--- config.mk ---
export PLATFORM = sky130hd
export DESIGN_NAME = stream_wr_burst_scheduler_flat
export DESIGN_NICKNAME = d
export VERILOG_FILES = /design/src/rtl/stream_sched_pkg.sv /design/src/rtl/stream_wr_burst_scheduler_if.sv /design/src/rtl/stream_wr_burst_scheduler_rr_arbiter.sv /design/src/rtl/stream_wr_burst_scheduler.sv /design/src/flat_wrapper.sv
export SDC_FILE = /design/constraint.sdc
export NUM_CORES = 1
export LEC_CHECK = 0
export ABC_AREA = 0
export CELL_PAD_IN_SITES_DETAIL_PLACEMENT = 1
export CELL_PAD_IN_SITES_GLOBAL_PLACEMENT = 2
export CORE_MARGIN = 1
export CORE_UTILIZATION = 28
export CTS_BUF_LIST = sky130_fd_sc_hd__clkbuf_16
export CTS_CLUSTER_DIAMETER = 40
export DETAILED_ROUTE_END_ITERATION = 8
export HOLD_SLACK_MARGIN = 0.08
export MAX_ROUTING_LAYER = met4
export PLACE_DENSITY = 0.83
export SYNTH_ARGS = -nofsm -noshare
export SYNTH_HDL_FRONTEND = slang
export SYNTH_HIERARCHICAL = 1
export SYNTH_SLANG_ARGS = --single-unit
--- constraint.sdc ---
create_clock -name clk -period 27.4 [get_ports clk]
set_input_delay 2.74 -clock clk [delete_from_list [all_inputs] [get_ports clk]]
set_output_delay 2.74 -clock clk [all_outputs]
set_load 0.02 [all_outputs]
--- src/rtl/stream_sched_pkg.sv ---
// Shared types and constants for the streaming write burst scheduler.
// Holds the FSM state encoding, the AXI encodings used and the burst byte-size helper.
package stream_sched_pkg;

  typedef enum logic [1:0] {
    IDLE = 2'd0,
    ARB  = 2'd1,
    ADDR = 2'd2,
    DATA = 2'd3
  } state_e;

  localparam logic [1:0] AXI_BURST_INCR = 2'b01;
  localparam logic [1:0] AXI_RESP_OKAY  = 2'b00;
  localparam int         BEAT_BYTES     = 4;

  // Burst size in bytes, 33 bits wide so ring-end comparisons never wrap past 2^32.
  function automatic logic [32:0] burst_bytes(input logic [7:0] len);
    return ({25'd0, len} + 33'd1) * 33'(BEAT_BYTES);
  endfunction

endpackage

--- src/rtl/stream_wr_burst_scheduler_if.sv ---
// AXI write-master channel bundle (AW, W, B) between the scheduler and the AXI port.
// The master modport is the scheduler side; the slave modport is the interconnect side.
interface stream_wr_burst_scheduler_if #(
  parameter int ID_WIDTH = 2
);

  logic [ID_WIDTH-1:0] MASTER_WR_ADDR_ID;
  logic [31:0]         MASTER_WR_ADDR;
  logic [7:0]          MASTER_WR_ADDR_LEN;
  logic [1:0]          MASTER_WR_ADDR_BURST;
  logic                MASTER_WR_ADDR_VALID;
  logic                MASTER_WR_ADDR_READY;

  logic [31:0]         MASTER_WR_DATA;
  logic [3:0]          MASTER_WR_DATA_STRB;
  logic                MASTER_WR_DATA_LAST;
  logic                MASTER_WR_DATA_VALID;
  logic                MASTER_WR_DATA_READY;

  logic [ID_WIDTH-1:0] MASTER_WR_BACK_ID;
  logic [1:0]          MASTER_WR_BACK_RESP;
  logic                MASTER_WR_BACK_VALID;
  logic                MASTER_WR_BACK_READY;

  modport master (
    output MASTER_WR_ADDR_ID, MASTER_WR_ADDR, MASTER_WR_ADDR_LEN, MASTER_WR_ADDR_BURST,
           MASTER_WR_ADDR_VALID,
    input  MASTER_WR_ADDR_READY,
    output MASTER_WR_DATA, MASTER_WR_DATA_STRB, MASTER_WR_DATA_LAST, MASTER_WR_DATA_VALID,
    input  MASTER_WR_DATA_READY,
    input  MASTER_WR_BACK_ID, MASTER_WR_BACK_RESP, MASTER_WR_BACK_VALID,
    output MASTER_WR_BACK_READY
  );

  modport slave (
    input  MASTER_WR_ADDR_ID, MASTER_WR_ADDR, MASTER_WR_ADDR_LEN, MASTER_WR_ADDR_BURST,
           MASTER_WR_ADDR_VALID,
    output MASTER_WR_ADDR_READY,
    input  MASTER_WR_DATA, MASTER_WR_DATA_STRB, MASTER_WR_DATA_LAST, MASTER_WR_DATA_VALID,
    output MASTER_WR_DATA_READY,
    output MASTER_WR_BACK_ID, MASTER_WR_BACK_RESP, MASTER_WR_BACK_VALID,
    input  MASTER_WR_BACK_READY
  );

endinterface

--- src/rtl/stream_wr_burst_scheduler_rr_arbiter.sv ---
// Combinational round-robin arbiter: searches cyclically from last+1 for the first request.
// Returns a one-hot grant, its index and a flag telling whether anything was granted.
module rr_arbiter #(
  parameter int N = 2,
  localparam int IW = (N > 1) ? $clog2(N) : 1
) (
  input  logic [N-1:0]  req,
  input  logic [IW-1:0] last,
  output logic [N-1:0]  grant,
  output logic [IW-1:0] idx,
  output logic          valid
);

  int            cand;
  logic [IW-1:0] cand_idx;

  always_comb begin
    grant    = '0;
    idx      = '0;
    valid    = 1'b0;
    cand     = 0;
    cand_idx = '0;
    for (int off = 1; off <= N; off++) begin
      cand     = (int'(last) + off) % N;
      cand_idx = IW'(cand);
      if (!valid && req[cand_idx]) begin
        valid           = 1'b1;
        idx             = cand_idx;
        grant[cand_idx] = 1'b1;
      end
    end
  end

endmodule

--- src/rtl/stream_wr_burst_scheduler.sv ---
// Round-robin scheduler sharing one AXI write master between SRC_NUM streaming sources,
// placing each burst inside the granted source's DDR ring window and generating W LAST.
module stream_wr_burst_scheduler
  import stream_sched_pkg::*;
#(
  parameter int SRC_NUM         = 2,
  parameter int ID_WIDTH        = 2,
  parameter int MAX_OUTSTANDING = 4
) (
  input  logic                     clk,
  input  logic                     rst,

  input  logic [SRC_NUM-1:0]       src_enable,
  input  logic [SRC_NUM-1:0]       src_addr_reset,
  input  logic [SRC_NUM-1:0][31:0] start_addr,
  input  logic [SRC_NUM-1:0][31:0] end_addr,

  input  logic [SRC_NUM-1:0]       src_burst_valid,
  output logic [SRC_NUM-1:0]       src_burst_ready,
  input  logic [SRC_NUM-1:0][7:0]  src_burst_len,

  input  logic [SRC_NUM-1:0]       src_data_valid,
  output logic [SRC_NUM-1:0]       src_data_ready,
  input  logic [SRC_NUM-1:0][31:0] src_data,
  input  logic [SRC_NUM-1:0]       src_data_last,

  stream_wr_burst_scheduler_if.master m_axi,

  output logic [SRC_NUM-1:0]       wrap_pulse,
  output logic                     resp_err,
  output logic                     last_err
);

  localparam int         IW      = (SRC_NUM > 1) ? $clog2(SRC_NUM) : 1;
  localparam logic [3:0] OUT_MAX = 4'(MAX_OUTSTANDING);

  state_e                     state_q, state_d;
  logic [IW-1:0]              rr_q, rr_d;
  logic [IW-1:0]              gnt_q, gnt_d;
  logic [7:0]                 len_q, len_d;
  logic [31:0]                addr_q, addr_d;
  logic [7:0]                 beat_q, beat_d;
  logic [3:0]                 outst_q, outst_d;
  logic [SRC_NUM-1:0][31:0]   ptr_q, ptr_d;
  logic [SRC_NUM-1:0]         en_q;
  logic                       resp_err_q, resp_err_d;
  logic                       last_err_q, last_err_d;
  logic                       bready_q;

  logic [SRC_NUM-1:0]         eligible;
  logic [SRC_NUM-1:0]         reload;
  logic [SRC_NUM-1:0]         arb_grant;
  logic [IW-1:0]              arb_idx;
  logic                       arb_valid;

  logic [31:0]                cur_ptr;
  logic [32:0]                bytes;
  logic [32:0]                end_chk;
  logic                       do_wrap;
  logic [31:0]                issue_addr;

  logic                       w_last;
  logic                       aw_hs;
  logic                       b_hs;
  logic                       unused_bid;

  assign eligible   = src_enable & src_burst_valid;
  assign reload     = src_addr_reset | (src_enable & ~en_q);
  assign w_last     = (beat_q == len_q);
  assign b_hs       = m_axi.MASTER_WR_BACK_VALID & bready_q;
  assign unused_bid = ^m_axi.MASTER_WR_BACK_ID;

  rr_arbiter #(.N(SRC_NUM)) u_arb (
    .req   (eligible),
    .last  (rr_q),
    .grant (arb_grant),
    .idx   (arb_idx),
    .valid (arb_valid)
  );

  // Ring placement: a burst that would run past end_addr restarts at start_addr.
  always_comb begin
    cur_ptr    = ptr_q[arb_idx];
    bytes      = burst_bytes(src_burst_len[arb_idx]);
    end_chk    = {1'b0, cur_ptr} + bytes - 33'd1;
    do_wrap    = end_chk > {1'b0, end_addr[arb_idx]};
    issue_addr = do_wrap ? start_addr[arb_idx] : cur_ptr;
  end

  always_comb begin
    state_d         = state_q;
    rr_d            = rr_q;
    gnt_d           = gnt_q;
    len_d           = len_q;
    addr_d          = addr_q;
    beat_d          = beat_q;
    ptr_d           = ptr_q;
    resp_err_d      = resp_err_q;
    last_err_d      = last_err_q;
    outst_d         = outst_q;
    src_burst_ready = '0;
    src_data_ready  = '0;
    wrap_pulse      = '0;
    aw_hs           = 1'b0;

    case (state_q)
      IDLE: begin
        if ((|eligible) && (outst_q < OUT_MAX)) begin
          state_d = ARB;
        end
      end
      ARB: begin
        if (arb_valid) begin
          src_burst_ready = arb_grant;
          gnt_d           = arb_idx;
          len_d           = src_burst_len[arb_idx];
          addr_d          = issue_addr;
          rr_d            = arb_idx;
          ptr_d[arb_idx]  = issue_addr + bytes[31:0];
          if (do_wrap) begin
            wrap_pulse = arb_grant;
          end
          state_d = ADDR;
        end else begin
          state_d = IDLE;
        end
      end
      ADDR: begin
        if (m_axi.MASTER_WR_ADDR_READY) begin
          aw_hs   = 1'b1;
          beat_d  = 8'd0;
          state_d = DATA;
        end
      end
      DATA: begin
        src_data_ready[gnt_q] = m_axi.MASTER_WR_DATA_READY;
        if (src_data_valid[gnt_q] && m_axi.MASTER_WR_DATA_READY) begin
          if (src_data_last[gnt_q] != w_last) begin
            last_err_d = 1'b1;
          end
          if (w_last) begin
            beat_d  = 8'd0;
            state_d = IDLE;
          end else begin
            beat_d = beat_q + 8'd1;
          end
        end
      end
      default: state_d = IDLE;
    endcase

    // A reload overrides the ARB pointer update; the granted burst keeps its old address.
    for (int i = 0; i < SRC_NUM; i++) begin
      if (reload[i]) begin
        ptr_d[i] = start_addr[i];
      end
    end

    if (b_hs && (m_axi.MASTER_WR_BACK_RESP != AXI_RESP_OKAY)) begin
      resp_err_d = 1'b1;
    end

    case ({aw_hs, b_hs})
      2'b10:   outst_d = outst_q + 4'd1;
      2'b01:   outst_d = (outst_q != 4'd0) ? outst_q - 4'd1 : outst_q;
      default: outst_d = outst_q;
    endcase
  end

  always_ff @(posedge clk) begin
    if (rst) begin
      state_q    <= IDLE;
      rr_q       <= IW'(SRC_NUM - 1);
      gnt_q      <= '0;
      len_q      <= '0;
      addr_q     <= '0;
      beat_q     <= '0;
      outst_q    <= '0;
      ptr_q      <= start_addr;
      en_q       <= '0;
      resp_err_q <= 1'b0;
      last_err_q <= 1'b0;
      bready_q   <= 1'b0;
    end else begin
      state_q    <= state_d;
      rr_q       <= rr_d;
      gnt_q      <= gnt_d;
      len_q      <= len_d;
      addr_q     <= addr_d;
      beat_q     <= beat_d;
      outst_q    <= outst_d;
      ptr_q      <= ptr_d;
      en_q       <= src_enable;
      resp_err_q <= resp_err_d;
      last_err_q <= last_err_d;
      bready_q   <= 1'b1;
    end
  end

  assign m_axi.MASTER_WR_ADDR_VALID = (state_q == ADDR);
  assign m_axi.MASTER_WR_ADDR       = addr_q;
  assign m_axi.MASTER_WR_ADDR_LEN   = len_q;
  assign m_axi.MASTER_WR_ADDR_BURST = AXI_BURST_INCR;
  assign m_axi.MASTER_WR_ADDR_ID    = ID_WIDTH'(gnt_q);

  assign m_axi.MASTER_WR_DATA       = src_data[gnt_q];
  assign m_axi.MASTER_WR_DATA_STRB  = 4'hF;
  assign m_axi.MASTER_WR_DATA_LAST  = w_last;
  assign m_axi.MASTER_WR_DATA_VALID = (state_q == DATA) && src_data_valid[gnt_q];

  assign m_axi.MASTER_WR_BACK_READY = bready_q;

  assign resp_err = resp_err_q;
  assign last_err = last_err_q;

endmodule

--- src/flat_wrapper.sv ---
// flat-port wrapper written by rule: the top's interface ports become plain ports
module stream_wr_burst_scheduler_flat import stream_sched_pkg::*;
#(
  parameter int SRC_NUM         = 2,
  parameter int ID_WIDTH        = 2,
  parameter int MAX_OUTSTANDING = 4
)
  (clk, rst, src_enable, src_addr_reset, start_addr, end_addr, src_burst_valid, src_burst_ready, src_burst_len, src_data_valid, src_data_ready, src_data, src_data_last, wrap_pulse, resp_err, last_err, m_axi_MASTER_WR_ADDR_ID, m_axi_MASTER_WR_ADDR, m_axi_MASTER_WR_ADDR_LEN, m_axi_MASTER_WR_ADDR_BURST, m_axi_MASTER_WR_ADDR_VALID, m_axi_MASTER_WR_ADDR_READY, m_axi_MASTER_WR_DATA, m_axi_MASTER_WR_DATA_STRB, m_axi_MASTER_WR_DATA_LAST, m_axi_MASTER_WR_DATA_VALID, m_axi_MASTER_WR_DATA_READY, m_axi_MASTER_WR_BACK_ID, m_axi_MASTER_WR_BACK_RESP, m_axi_MASTER_WR_BACK_VALID, m_axi_MASTER_WR_BACK_READY);
  stream_wr_burst_scheduler_if #(.ID_WIDTH(ID_WIDTH)) m_axi_i ();
  input  logic clk;
  input  logic rst;
  input  logic [SRC_NUM-1:0] src_enable;
  input  logic [SRC_NUM-1:0] src_addr_reset;
  input  logic [SRC_NUM-1:0][31:0] start_addr;
  input  logic [SRC_NUM-1:0][31:0] end_addr;
  input  logic [SRC_NUM-1:0] src_burst_valid;
  output logic [SRC_NUM-1:0] src_burst_ready;
  input  logic [SRC_NUM-1:0][7:0] src_burst_len;
  input  logic [SRC_NUM-1:0] src_data_valid;
  output logic [SRC_NUM-1:0] src_data_ready;
  input  logic [SRC_NUM-1:0][31:0] src_data;
  input  logic [SRC_NUM-1:0] src_data_last;
  output logic [SRC_NUM-1:0] wrap_pulse;
  output logic resp_err;
  output logic last_err;
  output wire logic [$bits(m_axi_i.MASTER_WR_ADDR_ID)-1:0] m_axi_MASTER_WR_ADDR_ID;
  output wire logic [$bits(m_axi_i.MASTER_WR_ADDR)-1:0] m_axi_MASTER_WR_ADDR;
  output wire logic [$bits(m_axi_i.MASTER_WR_ADDR_LEN)-1:0] m_axi_MASTER_WR_ADDR_LEN;
  output wire logic [$bits(m_axi_i.MASTER_WR_ADDR_BURST)-1:0] m_axi_MASTER_WR_ADDR_BURST;
  output wire logic [$bits(m_axi_i.MASTER_WR_ADDR_VALID)-1:0] m_axi_MASTER_WR_ADDR_VALID;
  input wire logic [$bits(m_axi_i.MASTER_WR_ADDR_READY)-1:0] m_axi_MASTER_WR_ADDR_READY;
  output wire logic [$bits(m_axi_i.MASTER_WR_DATA)-1:0] m_axi_MASTER_WR_DATA;
  output wire logic [$bits(m_axi_i.MASTER_WR_DATA_STRB)-1:0] m_axi_MASTER_WR_DATA_STRB;
  output wire logic [$bits(m_axi_i.MASTER_WR_DATA_LAST)-1:0] m_axi_MASTER_WR_DATA_LAST;
  output wire logic [$bits(m_axi_i.MASTER_WR_DATA_VALID)-1:0] m_axi_MASTER_WR_DATA_VALID;
  input wire logic [$bits(m_axi_i.MASTER_WR_DATA_READY)-1:0] m_axi_MASTER_WR_DATA_READY;
  input wire logic [$bits(m_axi_i.MASTER_WR_BACK_ID)-1:0] m_axi_MASTER_WR_BACK_ID;
  input wire logic [$bits(m_axi_i.MASTER_WR_BACK_RESP)-1:0] m_axi_MASTER_WR_BACK_RESP;
  input wire logic [$bits(m_axi_i.MASTER_WR_BACK_VALID)-1:0] m_axi_MASTER_WR_BACK_VALID;
  output wire logic [$bits(m_axi_i.MASTER_WR_BACK_READY)-1:0] m_axi_MASTER_WR_BACK_READY;
  assign m_axi_MASTER_WR_ADDR_ID = m_axi_i.MASTER_WR_ADDR_ID;
  assign m_axi_MASTER_WR_ADDR = m_axi_i.MASTER_WR_ADDR;
  assign m_axi_MASTER_WR_ADDR_LEN = m_axi_i.MASTER_WR_ADDR_LEN;
  assign m_axi_MASTER_WR_ADDR_BURST = m_axi_i.MASTER_WR_ADDR_BURST;
  assign m_axi_MASTER_WR_ADDR_VALID = m_axi_i.MASTER_WR_ADDR_VALID;
  assign m_axi_i.MASTER_WR_ADDR_READY = m_axi_MASTER_WR_ADDR_READY;
  assign m_axi_MASTER_WR_DATA = m_axi_i.MASTER_WR_DATA;
  assign m_axi_MASTER_WR_DATA_STRB = m_axi_i.MASTER_WR_DATA_STRB;
  assign m_axi_MASTER_WR_DATA_LAST = m_axi_i.MASTER_WR_DATA_LAST;
  assign m_axi_MASTER_WR_DATA_VALID = m_axi_i.MASTER_WR_DATA_VALID;
  assign m_axi_i.MASTER_WR_DATA_READY = m_axi_MASTER_WR_DATA_READY;
  assign m_axi_i.MASTER_WR_BACK_ID = m_axi_MASTER_WR_BACK_ID;
  assign m_axi_i.MASTER_WR_BACK_RESP = m_axi_MASTER_WR_BACK_RESP;
  assign m_axi_i.MASTER_WR_BACK_VALID = m_axi_MASTER_WR_BACK_VALID;
  assign m_axi_MASTER_WR_BACK_READY = m_axi_i.MASTER_WR_BACK_READY;
  stream_wr_burst_scheduler #(.SRC_NUM(SRC_NUM), .ID_WIDTH(ID_WIDTH), .MAX_OUTSTANDING(MAX_OUTSTANDING)) u_core (.clk(clk), .rst(rst), .src_enable(src_enable), .src_addr_reset(src_addr_reset), .start_addr(start_addr), .end_addr(end_addr), .src_burst_valid(src_burst_valid), .src_burst_ready(src_burst_ready), .src_burst_len(src_burst_len), .src_data_valid(src_data_valid), .src_data_ready(src_data_ready), .src_data(src_data), .src_data_last(src_data_last), .m_axi(m_axi_i), .wrap_pulse(wrap_pulse), .resp_err(resp_err), .last_err(last_err));
endmodule
==> results of run 1 <==
-- path summary, 6_finish.rpt --
kind | startpoint | to | depth (start not counted)
max | src_enable[1] | wrap_pulse[1] | 32
min | u_core/m_axi.MASTER_WR_ADDR[23] | u_core/m_axi.MASTER_WR_ADDR[23] | 2
max reg2reg | u_core/rr_q | u_core/ptr_q[54] | 40
min reg2reg | u_core/m_axi.MASTER_WR_ADDR[23] | u_core/m_axi.MASTER_WR_ADDR[23] | 2
-- final cells by class --
type,instances,area (µm²),share of cell area [%]
Multi-Input combinational cell,1002,7460,48.7
Timing Repair Buffer,323,3190,20.8
Clock buffer,19,475,3.10
Antenna cell,4,10.0,0.0653
Inverter,74,278,1.81
Sequential cell,125,3140,20.5
Tap cell,518,648,4.23
Clock inverter,13,121,0.792
-- power groups by stage --
stage	clock network, mW	logic, mW	registers (mW)
3_3_place_gp	0	0.539	0.227
5_1_grt	0.244	0.610	0.226
3_5_place_dp	0	0.553	0.228
6_report	0.232	0.554	0.224
2_1_floorplan	0	0.383	0.231
4_1_cts	0.237	0.557	0.224
-- placed cells by master, fill, tap and decap left out, types with 5 or more instances in the layout --
cell type | Yosys | final
sky130_fd_sc_hd__nand2_1 | 121 | 121
sky130_fd_sc_hd__clkdlybuf4s50_1 | 0 | 308
sky130_fd_sc_hd__a22o_1 | 49 | 49
sky130_fd_sc_hd__or3_1 | 5 | 5
sky130_fd_sc_hd__ha_1 | 85 | 85
sky130_fd_sc_hd__clkbuf_16 | 0 | 19
sky130_fd_sc_hd__a32o_1 | 7 | 7
sky130_fd_sc_hd__nor2b_1 | 26 | 26
sky130_fd_sc_hd__a21o_1 | 9 | 8
sky130_fd_sc_hd__o21a_1 | 11 | 11
sky130_fd_sc_hd__nor3_1 | 13 | 13
sky130_fd_sc_hd__a21oi_1 | 104 | 104
sky130_fd_sc_hd__nand3b_1 | 5 | 5
sky130_fd_sc_hd__nand3_1 | 25 | 25
sky130_fd_sc_hd__buf_4 | 11 | 14
sky130_fd_sc_hd__nor4_1 | 8 | 8
sky130_fd_sc_hd__a31oi_1 | 7 | 7
sky130_fd_sc_hd__conb_1 | 2 | 7
sky130_fd_sc_hd__dfxtp_1 | 61 | 61
sky130_fd_sc_hd__o21bai_1 | 5 | 5
sky130_fd_sc_hd__and4_1 | 7 | 7
sky130_fd_sc_hd__a32oi_1 | 9 | 9
sky130_fd_sc_hd__mux2i_1 | 127 | 127
sky130_fd_sc_hd__and2_1 | 14 | 14
sky130_fd_sc_hd__xnor2_1 | 54 | 54
sky130_fd_sc_hd__nand4_1 | 13 | 13
sky130_fd_sc_hd__a211oi_1 | 14 | 14
sky130_fd_sc_hd__o31ai_1 | 8 | 8
sky130_fd_sc_hd__o211ai_1 | 14 | 14
sky130_fd_sc_hd__edfxtp_1 | 64 | 64
sky130_fd_sc_hd__nor2_1 | 79 | 77
sky130_fd_sc_hd__xor2_1 | 21 | 21
sky130_fd_sc_hd__inv_1 | 74 | 74
sky130_fd_sc_hd__mux2_2 | 40 | 40
sky130_fd_sc_hd__and3_1 | 7 | 7
sky130_fd_sc_hd__nand2b_1 | 10 | 10
sky130_fd_sc_hd__o21ai_0 | 36 | 34
sky130_fd_sc_hd__inv_6 | 0 | 5
-- through the flow --
| stage | cells | area, µm² |
|---|---|---|
| after floorplan | 1265 | 11200 |
| after global placement | 2042 | 14700 |
| after detailed placement | 2042 | 14700 |
| after CTS | 2074 | 15300 |
| after global routing | 2078 | 15300 |
| final | 2078 | 15300 |
-- kinds of logic after synthesis --
| family | after synthesis |
|---|---|
| AOI/OAI and AO/OA | 323 |
| xor gates and xnor gates | 75 |
| adders and majority gates | 88 |
| buffers and inverters | 138 |
| DFF | 125 |
| muxes | 167 |
| other | 2 |
| and+or+nand+nor | 342 |
-- worst max-delay path, delay by kind of cell --
family          cells  cell delay, ns
compound gates     11            3.18
xor+xnor            1            0.44
fa+ha+maj           4            1.16
buf+inv             8            2.96
mux                 1            0.50
simple gates        7            1.64
-- sequential cells by signal (all words and copies together), names as in the netlist, named ones only --
register,flops
u_core/resp_err,1
u_core/last_err,1
u_core/ptr_q,64
u_core/m_axi.MASTER_WR_ADDR_LEN,8
u_core/rr_q,1
u_core/m_axi.MASTER_WR_BACK_READY,1
u_core/en_q,2
u_core/outst_q,4
u_core/beat_q,8
u_core/gnt_q,1
u_core/m_axi.MASTER_WR_ADDR,32
u_core/state_q,1
-- metal layers --
layer | up-vias | routed length (µm) | share of wire, % | track usage, %
met5 | - | 0 | 0 | -
met4 | 0 | 837 | 2.0 | 5.82
met3 | 52 | 1510 | 3.5 | 2.93
met2 | 204 | 21400 | 50 | 36.2
met1 | 5305 | 18900 | 44 | 26.2
li1 | 5204 | - | - | -
==> metrics.txt, run 1 <==
synth cell count leaders=sky130_fd_sc_hd__mux2i_1 (127), sky130_fd_sc_hd__nand2_1 (121), sky130_fd_sc_hd__a21oi_1 (104), sky130_fd_sc_hd__ha_1 (85), sky130_fd_sc_hd__nor2_1 (79); vias per cell=slightly above 5; design internal power=~600 µW; proportion of total power due to net switching=between 40% and 50%; Tmin final=approximately 15 ns; worst relative slew slack=between 30% and 40%; compound-gate portion of the synthesized area=slightly above 20%; number of input and output port buffers inserted=309; global-route congestion overflow total=0; H-tree level count=4; register clock-pin slew on the reported worst setup and hold paths=roughly 0.060 ns; starting utilization of the core area=around 29%; unrepaired setup endpoints after global routing=false; net count of the finished layout=1858; Fmax=around 65 MHz; CP max stage cell=sky130_fd_sc_hd__or4_1; fraction of the mapped netlist area in simple logic gates=14.6%; first-pass detailed-route iteration total=5; Pwr per Cell Area=about 66 mW/mm²; clock root buffer master=sky130_fd_sc_hd__clkbuf_16; worst clock skew=0.0116 ns; number of max-slew violations in the final report=0; Most common cell on crit path=sky130_fd_sc_hd__ha_1; largest cells by area after synthesis=sky130_fd_sc_hd__edfxtp_1 (17%), sky130_fd_sc_hd__mux2i_1 (11%), sky130_fd_sc_hd__dfxtp_1 (11%); Psw=424 µW; Synth Warn #=6; area of the mapped netlist=about 0.011 mm²; total count of hold-check failures in the final report=0; CTS tree=done; DRT antenna net count=0; library cell with the highest instance count after synthesis=sky130_fd_sc_hd__mux2i_1; number of global-route vias before repair=~11000; CP Max Fanout=61; sequential cell fraction of total power=between 20% and 30%; number of buffers inserted by post-CTS setup repair=0; part of the power in the clock network=between 20% and 30%; Placement Setup Slack=roughly 12 ns; max-cap violations=0; total power=just over 1 mW; number of CTS-inserted buffers=17; clock latency on the worst-skew pair=between 0.4 and 0.5 ns; FFs w/ async S/R, synth=0%; per-instance average area after synthesis=a little under 9 µm²; first-pass GRT wire length=around 65000 µm; multiplexer area fraction after synthesis=roughly 15%; I/O pin count=319; area leader, netlist=sky130_fd_sc_hd__edfxtp_1; required time of the worst setup path=roughly 25 ns; gate count after technology mapping=1260; filler cell count=between 4000 and 5000; largest stage delay on the critical path=about 0.65 ns; worst reg-to-reg setup slack=about 15 ns; kind of path behind the tightest hold check=reg2reg; Post-Synth Adder-Cell Area=10.1%; routed wire length=42700 µm; Data arrival, critical path=12.66 ns; CORE AREA=about 0.039 mm²; final worst slack=~12 ns; smallest hold slack=around 0.45 ns; quantity of hold-fixing buffers added after cts=0; endpoints failing setup=0; critical path startpoint category=input port; EDFF count, synth=between 60 and 70; status=finished, final reports clean; maximum number of pins on one net before global-route repair=62; Worst Path Class, Setup=in2out; Max VDD drop=0.0441 mV; total routing resource utilization after global routing=21.3%; number of gates given a new drive strength after cts=0; ratio of cells with drive above 1 in the final layout=between 6 and 7%; Wirelength per Cell=a little over 20 µm; sequential share of the synthesized area=between 20% and 30%; deepest clock path buffer count=2; CTS sink cnt=125; total DRC errors in the routed layout=0; number of rows in the core area=72; total of flip-flops plus latches after synthesis=approximately 130; share of the synthesized netlist area taken by xor and xnor gates=about 5.9%; initial DRC count=450; dominant combinational cell family by area after synthesis=compound AO/OA/AOI/OAI gates; area of the die=around 0.041 mm²; share of the core filled with cells=around two fifths; x dimension of the die=roughly 200 µm; period utilization=between 50% and 60%; leakage=about 5.9 nW; HPWL after DPL=around 33000 µm; total via count in the routed design=about 11000; Top FF cell, synth=sky130_fd_sc_hd__edfxtp_1; area overhead of the layout relative to synthesis=37.6%; final RePlAce weighted congestion=approximately 0.89; Worst setup EP type=output port; final sum of negative setup slack=0 ns; initial antenna violation count=4; worst-margin pin slew=1.00 ns; height of the die=between 200 and 250 µm; share of the synthesized area in the top cell type=between 10% and 20%; power share of the combinational group=a little over half; number of distinct library cells after synthesis=70
Note: power is estimated with default switching activity, not from simulation.
==> inputs of run 2 (changes only) <==
- clock period: 27.4 -> 14.75 ns (I/O delays scaled with it)
==> run 2 against run 1 <==
Against the previous run: register-to-register slack worse by 12 ns; clock-buffer cell count fell by 1; wire length grew 0.56%; hold slack lost 0.0065 ns; largest power group unchanged.
==> metrics.txt, run 2 (synthesis gave the netlist of run 1 again) <==
required time of the worst setup path=14.91 ns (-9.75 ns); CP max stage cell=sky130_fd_sc_hd__a211oi_1; maximum number of pins on one net before global-route repair=57 (-8.1%); area of the die=0.0406 mm² (unchanged); routed wire length=42900 µm (+0.56%); Fmax=around 77 MHz; Wirelength per Cell=20.7 µm (+0.65%); status=finished, final reports clean; final RePlAce weighted congestion=0.861 (-3.2%); first-pass detailed-route iteration total=5 (unchanged); top register by number of flip-flops=u_core/ptr_q; number of CTS-inserted buffers=17 (unchanged); largest stage delay on the critical path=0.76 ns (+0.11 ns); number of flip-flops in the largest register=64 (unchanged); unrepaired setup endpoints after global routing=false; area overhead of the layout relative to synthesis=37.3%; R2R depth=37 (-7.5%); final sum of negative setup slack=0 ns (unchanged); total DRC errors in the routed layout=0 (unchanged); max-cap violations=0 (unchanged); filler cell count=4537 (+0.62%); RR Startpoint=u_core/rr_q; most frequent cells in the layout=sky130_fd_sc_hd__clkdlybuf4s50_1 (308), sky130_fd_sc_hd__mux2i_1 (127), sky130_fd_sc_hd__nand2_1 (121); total routing resource utilization after global routing=21.4% (+0.082 points); Data arrival, critical path=13.16 ns (+0.50 ns); CP Max Fanout=19 (-69%); first-pass GRT wire length=65100 µm (+0.84%); post-route insts no fill=2076 (-0.096%); reg-to-reg critical path endpoint=u_core/ptr_q[54]; critical path startpoint category=input port; deepest clock path buffer count=2 (unchanged); number of buffers inserted by post-CTS setup repair=0 (unchanged); quantity of hold-fixing buffers added after cts=0 (unchanged); number of input and output port buffers inserted=309 (unchanged); depth of the worst hold-timing path=2 (unchanged); total via count in the routed design=10800 (+0.56%); worst reg-to-reg setup slack=3.16 ns (-12.09 ns); Pwr per Cell Area=121 mW/mm² (+84%); number of rows in the core area=72 (unchanged); H-tree level count=4 (unchanged); net count of the finished layout=1859 (+0.054%); worst relative slew slack=32.2% (-0.78 points); initial antenna violation count=1 (-3); Worst setup EP type=register; initial DRC count=501 (+11%); starting utilization of the core area=28.6% (unchanged); Tmin final=13.01 ns; global-route congestion overflow total=0 (unchanged); period utilization=about 88%; worst-margin pin slew=1.02 ns (+0.0177 ns); number of max-slew violations in the final report=0 (unchanged); clock latency on the worst-skew pair=0.43 ns (about the same); critical path launch point=src_enable[1]; endpoints failing setup=0 (unchanged); ratio of cells with drive above 1 in the final layout=6.87% (+0.060 points); leakage=5.88 nW (-0.39%); worst clock skew=0.00896 ns (-0.00265 ns); CTS tree=done; number of placed instances with taps included=2043 (+0.049%); kind of path behind the tightest hold check=reg2reg; number of gates given a new drive strength after cts=0 (unchanged); HPWL after DPL=33600 µm (+1.4%); CTS sink cnt=125 (unchanged); I/O pin count=319 (unchanged); number of global-route vias before repair=11400 (+1.6%); Max VDD drop=0.0774 mV (+75%); total count of hold-check failures in the final report=0 (unchanged); DRT antenna net count=0 (unchanged); CORE AREA=0.0389 mm² (unchanged); x dimension of the die=201 µm (unchanged); register clock-pin slew on the reported worst setup and hold paths=0.06 ns (about the same); most common cell after layout, fill and taps aside=sky130_fd_sc_hd__clkdlybuf4s50_1; critical path endpoint=u_core/ptr_q[54]; clock root buffer master=sky130_fd_sc_hd__clkbuf_16; Worst Path Class, Setup=in2reg; vias per cell=5.21 (+0.65%); height of the die=201 µm (unchanged)
## run 2: cell types whose count changed in the layout (fill, tap and decap cells not counted), sizes merged
| cell | change |
|---|---|
| diode | -3 |
| clkinvlp | +2 |
| bufinv | -1 |
| clkbuf | -1 |
| buf | +1 |
## run 2: how the worst min path moves through the flow
stage                           from          endpoint  slack (ns)
floorplan           u_core/beat_q[7]  u_core/beat_q[7]        0.47
global placement     u_core/resp_err   u_core/resp_err        0.43
detailed placement   u_core/resp_err   u_core/resp_err        0.44
CTS                  u_core/resp_err   u_core/resp_err        0.45
global route         u_core/resp_err   u_core/resp_err        0.48
finish               u_core/resp_err   u_core/resp_err        0.45
## run 2: stage by stage
stage | worst slack [ns] | cell area (µm²) | total power [mW] | hold WS [ns] | utilization (%)
2_1_floorplan | 3.69 | 11200 | 1.14 | 0.470 | -
3_3_place_gp | 1.75 | 14700 | 1.42 | 0.433 | 37.8
3_5_place_dp | 1.44 | 14700 | 1.46 | 0.440 | 37.8
4_1_cts | 1.83 | 15300 | 1.87 | 0.450 | 39.3
5_1_grt | 0.891 | 15300 | 1.98 | 0.481 | 39.3
6_report | 1.74 | 15300 | 1.85 | 0.446 | 39.3
## run 2: cell type report
class,instances,area [µm²],share of cell area [%]
clock inverters,14,103,0.671
repair buffers,324,3200,20.9
flip-flops and latches,125,3140,20.6
multi-input cells,1002,7460,48.8
clock buffers,18,450,2.95
diodes,1,2.50,0.0164
inverters,74,278,1.82
well taps,518,648,4.24
## run 2: per-layer routing
metal,global-route usage [%],routed length [µm],up-vias
li1,-,-,5206
met1,25.6,18800,5366
met2,37.6,21900,216
met3,2.82,1490,37
met4,4.98,640,0
met5,-,0,-
## run 2: worst max-delay path, delay by kind of cell
| family | cells | cell delay [ns] |
|---|---|---|
| AO/OA/AOI/OAI | 19 | 6.14 |
| adder cells (fa/ha/maj) | 5 | 1.63 |
| AND/OR/NAND/NOR | 7 | 1.60 |
| multiplexers | 2 | 1.04 |
| buffers and inverters | 5 | 0.87 |
| XOR/XNOR | 1 | 0.35 |
## run 2: report_power, final
part,switching (mW),total [mW],internal (mW),leakage (nW)
clock,0.172,0.400,0.227,0.275
combinational,0.603,1.04,0.434,4.43
sequential,0.0142,0.417,0.402,1.17
total,0.790,1.85,1.06,5.88
==> inputs of run 3 (changes only) <==
- CTS_CLUSTER_DIAMETER: 40 -> not set
- HOLD_SLACK_MARGIN: 0.08 -> not set
==> results of run 3 <==
Same layout as run 2: the final DEF is identical, and so are final timing and power.
